[config.mk]
export PLATFORM = sky130hd
export DESIGN_NAME = object_buffer_flat
export DESIGN_NICKNAME = d
export VERILOG_FILES = /design/src/rtl/object_buffer_if.sv /design/src/rtl/object_buffer.sv /design/src/flat_wrapper.sv
export SDC_FILE = /design/constraint.sdc
export NUM_CORES = 1
export LEC_CHECK = 0
export CAP_MARGIN = 20
export CORE_ASPECT_RATIO = 0.9
export CORE_MARGIN = 2
export CORE_UTILIZATION = 63
export CTS_CLUSTER_SIZE = 28
export DETAILED_ROUTE_END_ITERATION = 8
export GPL_TIMING_DRIVEN = 0
export PLACE_DENSITY_LB_ADDON = 0.25
export SLEW_MARGIN = 20
export SYNTH_ARGS = -nofsm -noshare
export SYNTH_HDL_FRONTEND = slang
export SYNTH_SLANG_ARGS = --single-unit
[constraint.sdc]
create_clock -name clk -period 28 [get_ports clk]
set_input_delay 5.6 -clock clk [delete_from_list [all_inputs] [get_ports clk]]
set_output_delay 5.6 -clock clk [all_outputs]
set_load 0.05 [all_outputs]
[src/rtl/object_buffer_if.sv]
// rtl/object_buffer_if.sv - fetch-side and decode-side handshake bundle for object_buffer
interface object_buffer_if;
    logic         ob_valid;
    logic [127:0] entry;
    logic         ob_full;
    logic         out_valid;
    logic         out_ready;
    logic [127:0] out_entry;
    logic         out_nested;

    modport master (
        output ob_valid, entry, out_ready,
        input  ob_full, out_valid, out_entry, out_nested
    );

    modport slave (
        input  ob_valid, entry, out_ready,
        output ob_full, out_valid, out_entry, out_nested
    );
endinterface

[src/rtl/object_buffer.sv]
// rtl/object_buffer.sv - show-ahead TABLE_ENTRY FIFO between fetch and decode
module object_buffer #(
    parameter int DEPTH = 8,
    parameter int CNT_W = $clog2(DEPTH) + 1
) (
    input  logic              clk,
    input  logic              reset,
    object_buffer_if.slave    ob,
    output logic [CNT_W-1:0]  count,
    output logic              overflow
);
    localparam int               PTR_W    = $clog2(DEPTH);
    localparam logic [CNT_W-1:0] FULL_CNT = CNT_W'(DEPTH);

    logic [127:0]     mem [DEPTH];
    logic [PTR_W-1:0] wr_ptr_q, wr_ptr_d;
    logic [PTR_W-1:0] rd_ptr_q, rd_ptr_d;
    logic [CNT_W-1:0] count_q, count_d;
    logic             overflow_q, overflow_d;
    logic             blocked_q, blocked_d;
    logic             full, not_empty, push, pop;

    always_comb begin
        full       = (count_q == FULL_CNT);
        not_empty  = (count_q != '0);
        push       = ob.ob_valid & ~full;
        pop        = not_empty & ob.out_ready;

        wr_ptr_d   = wr_ptr_q;
        rd_ptr_d   = rd_ptr_q;
        count_d    = count_q;
        if (push) wr_ptr_d = wr_ptr_q + 1'b1;
        if (pop)  rd_ptr_d = rd_ptr_q + 1'b1;
        case ({push, pop})
            2'b10:   count_d = count_q + 1'b1;
            2'b01:   count_d = count_q - 1'b1;
            default: count_d = count_q;
        endcase

        // A blocked producer that withdraws while still full has dropped its entry.
        blocked_d  = ob.ob_valid & full;
        overflow_d = overflow_q | (blocked_q & ~ob.ob_valid & full);
    end

    always_ff @(posedge clk or negedge reset) begin
        if (!reset) begin
            wr_ptr_q   <= '0;
            rd_ptr_q   <= '0;
            count_q    <= '0;
            overflow_q <= 1'b0;
            blocked_q  <= 1'b0;
        end else begin
            wr_ptr_q   <= wr_ptr_d;
            rd_ptr_q   <= rd_ptr_d;
            count_q    <= count_d;
            overflow_q <= overflow_d;
            blocked_q  <= blocked_d;
        end
    end

    always_ff @(posedge clk) begin
        if (push) mem[wr_ptr_q] <= ob.entry;
    end

    assign ob.ob_full    = full;
    assign ob.out_valid  = not_empty;
    assign ob.out_entry  = not_empty ? mem[rd_ptr_q] : 128'h0;
    assign ob.out_nested = not_empty & mem[rd_ptr_q][64];
    assign count         = count_q;
    assign overflow      = overflow_q;
endmodule

[src/flat_wrapper.sv]
// flat-port wrapper written by rule: the top's interface ports become plain ports
module object_buffer_flat 
#(
    parameter int DEPTH = 8,
    parameter int CNT_W = $clog2(DEPTH) + 1
)
  (clk, reset, count, overflow, ob_ob_valid, ob_entry, ob_out_ready, ob_ob_full, ob_out_valid, ob_out_entry, ob_out_nested);
  object_buffer_if ob_i ();
  input  logic clk;
  input  logic reset;
  output logic [CNT_W-1:0] count;
  output logic overflow;
  input wire logic [$bits(ob_i.ob_valid)-1:0] ob_ob_valid;
  input wire logic [$bits(ob_i.entry)-1:0] ob_entry;
  input wire logic [$bits(ob_i.out_ready)-1:0] ob_out_ready;
  output wire logic [$bits(ob_i.ob_full)-1:0] ob_ob_full;
  output wire logic [$bits(ob_i.out_valid)-1:0] ob_out_valid;
  output wire logic [$bits(ob_i.out_entry)-1:0] ob_out_entry;
  output wire logic [$bits(ob_i.out_nested)-1:0] ob_out_nested;
  assign ob_i.ob_valid = ob_ob_valid;
  assign ob_i.entry = ob_entry;
  assign ob_i.out_ready = ob_out_ready;
  assign ob_ob_full = ob_i.ob_full;
  assign ob_out_valid = ob_i.out_valid;
  assign ob_out_entry = ob_i.out_entry;
  assign ob_out_nested = ob_i.out_nested;
  object_buffer #(.DEPTH(DEPTH), .CNT_W(CNT_W)) u_core (.clk(clk), .reset(reset), .ob(ob_i), .count(count), .overflow(overflow));
endmodule
==> results.md <==
- Post-synth EDFFs: 1024
- Grt total ovfl: 0
- Leak Pwr: 15.3 nW
- Core area: 61200 um^2
- H-tree depth: 3
- Row count: 86
- Logic gate share of total power: 0.423
- Largest cells by area after synthesis: edfxtp_1, mux4_2, a22o_1, buf_6, dfrtp_1
- Filler cells: 3035
- Post-CTS Hold Buffers: 0
- Vias: 18.7k
- Reg2reg path depth: 12
- TritonCTS Buffers: 97
- Max transition margin: 0.281
- Commonest cells in the netlist: edfxtp_1, mux4_2, a22o_1
- MaxCap Viol Count: 0
- RD Place Congestion: 0.732
- Flop pwr share: 0.350
- Worst Tran Pin Value: 1.08 ns
- Largest buffer count on any clock path: 3
- Post_cts resized: 0
- Drt via density: 6.45
- Number of synthesis warnings: 0
- Arrival time at the worst endpoint: 4.30 ns
- Share of layout cells above drive strength 1: 0.267
- Critical R2R Launch: u_core.count[1]
- WP buf/inv: 5
- Setup TNS: 0 ns
- Per-cell routed wire length: 29.8 um
- Min-delay src: u_core.overflow
- WHS: 0.484 ns
- Top-count cell post-synth: edfxtp_1
- Antenna-violating nets left: 0
- Most frequent CP cell: clkbuf_1
- Post-synthesis area per instance: 24.8 um^2
- Root Buffer: clkbuf_16
- HPWL Detailed: 53.7 mm
- Crit Path Max Fanout: 11
- Max VDD drop: 86.6 uV
- # clock sinks: 1036
- Sequential-to-total area share from yosys stat: 0.797
- Slew Viols, Final: 0
- CTS tree: yes
- Number of library cell types mapped by synthesis: 37
- Setup crit end kind: primary output
- Final period utilization: 0.354
- CP max-delay cell: clkbuf_1
- HP Class: reg2reg
- Post-synth top area cell: edfxtp_1
- Setup Skew: 0.0287 ns
- Hold Path Stages: 1
- RSZ-0062 raised after global routing: no
- Die Wd: 266 um
- Pin count of the biggest net entering global routing: 22
- Initial core utilization: 0.636
- Critical Path Max Stage Delay: 0.83 ns
- Required time worst endpoint: 22.40 ns
- Clock Pin Slew Worst Setup and Hold Paths: 0.06 ns
- Syn_nets: 1704
- DRC: 0
- Async SR Flop Fraction: 0.0116
- Synth top area share: 0.790
- Number of global-route vias before repair: 19.5k
- Synth Cell Area: 38900 um^2
- Number of port buffers: 267
- Net Switching: 2.06 mW
- Initial antenna violation count: 14
- Post-CTS setup buffer count: 0
- Status: completed
- Critical Path Source Type: flop
- Main flop type after synthesis: edfxtp_1
- Clock Power Share: 0.227
- Crit-path leading delay family: buffers and inverters
- Power per cell area: 121 nW/um^2
- Net Sw Frac: 0.363
- Area Growth Syn to Fin: 21.0%
- Pre-Repair DR Iteration Count: 7
- Critical R2R Capture: u_core.mem[0][85]
- Clk_lat worst skew: 0.65 ns
- Final Hold Vio Count: 0
- Global-route wire length before repair: 126 mm
- Syn Inst Count: 1567
- Layout Nets: 2154
- Min cycle time layout: 9.90 ns
- Reg2Reg Setup Slack: 24.05 ns
- Die area: 63800 um^2
- Die Y: 240 um
- Setup violators final: 0
- Pint: 3.62 mW
- Crit-path cells: clkbuf_1 > clkbuf_1 > buf_2 > mux4_2 > a22o_1 > buf_4 > clkdlybuf4s50_1
- FF+latch count, synth: 1036
- GRT Resource Usage Total: 0.277
- Routed wire length: 86.4 mm
- IO Pins: 268
- DRT iter0 DRCs: 2136
- Crit path kind: reg2out
- Max frequency: 101 MHz
- Endpoint, Worst Hold: u_core.overflow
[layout make-up]
cell class	instances	area, um^2	area share
flip-flops and latches	1036	31000	0.659
multi-input cells	436	7330	0.156
repair buffers	351	3990	0.0847
clock buffers	113	2510	0.0532
well taps	792	991	0.0210
clock inverters	65	622	0.0132
plain buffers	90	593	0.0126
diodes	8	20.0	0.000425
inverters	5	18.8	0.000398
[worst max-delay path by stage]
stage | depth (start not counted) | slack (ns) | end | from
2_1_floorplan | 3 | 12.49 | u_core.mem[0][0] | ob_ob_valid
3_3_place_gp | 4 | 3.39 | u_core.mem[0][79] | ob_ob_valid
3_5_place_dp | 7 | 18.73 | ob_out_entry[64] | u_core.rd_ptr_q[0]
4_1_cts | 7 | 18.01 | ob_out_entry[64] | u_core.rd_ptr_q[0]
5_1_grt | 7 | 17.93 | ob_out_entry[64] | u_core.rd_ptr_q[0]
6_report | 7 | 18.10 | ob_out_entry[64] | u_core.rd_ptr_q[0]
[worst register-to-register path: stages (launching register included)]
cell and delay [ns]:
dfrtp_1 0.35, clkbuf_1 0.33, or4b_2 0.26, inv_1 0.08
or3_1 0.48, nor3_2 0.66, buf_4 0.34, buf_4 0.19
buf_4 0.20, buf_4 0.19, buf_4 0.16, buf_4 0.20
buf_4 0.21
[cells in the final DEF (no fill, tap or decap), types with 3 or more instances in the layout]
cell type,netlist,layout
a22o_1,128,128
buf_12,0,26
buf_16,0,16
buf_2,26,26
buf_4,1,32
buf_6,29,40
bufinv_16,0,11
clkbuf_1,33,47
clkbuf_16,0,98
clkdlybuf4s50_1,0,267
clkinv_1,0,19
clkinv_2,0,23
clkinv_4,0,3
clkinvlp_4,0,6
dfrtp_1,12,12
diode_2,0,8
edfxtp_1,1024,1024
ha_1,5,5
inv_1,5,5
mux2_2,3,3
mux4_2,256,256
nand2_1,4,4
nand3_1,3,3
nor2_4,0,6
xnor2_1,5,5
[registers in the layout, indices dropped and copies added (netlist names)]
register / flops
u_core.mem: 1024
u_core.count: 4
u_core.rd_ptr_q: 3
u_core.wr_ptr_q: 3
u_core.blocked_q: 1
u_core.overflow: 1
[kinds of logic after synthesis]
| group | count (synthesis) | share of synthesized area |
|---|---|---|
| DFF | 1036 | 0.797 |
| muxes | 260 | 0.149 |
| AOI/OAI and AO/OA | 136 | 0.0303 |
| buffers and inverters | 95 | 0.0157 |
| and+or+nand+nor | 29 | 0.00443 |
| xor gates and xnor gates | 6 | 0.00135 |
| adders and majority gates | 5 | 0.00161 |
[routing by layer]
layer | vias up | track usage | share of wire
met3 | 162 | 0.0546 | 0.078
met5 | - | 0 | 0.0012
li1 | 7768 | - | -
met4 | 16 | 0.102 | 0.028
met1 | 9861 | 0.377 | 0.37
met2 | 886 | 0.457 | 0.52
[metrics by stage]
step	area [um^2]	instances	worst slack [ns]	utilization	power, mW
2_1_floorplan	38900	1567	12.49	-	3.63
3_5_place_dp	44000	2709	18.73	0.718	4.42
5_1_grt	47100	2892	17.93	0.770	5.87
6_report	47100	2896	18.10	0.770	5.68
3_3_place_gp	42600	2626	3.39	0.696	4.40
4_1_cts	47100	2887	18.01	0.769	5.72
[power by group through the flow]
stage	combinational (mW)	clock [mW]	sequential [mW]
CTS	2.42	1.31	1.99
global placement	2.29	0	2.11
global route	2.50	1.37	2.00
floorplan	1.57	0	2.06
finish	2.40	1.29	1.99
detailed placement	2.40	0	2.02
Power figures use the tool's default switching activity.
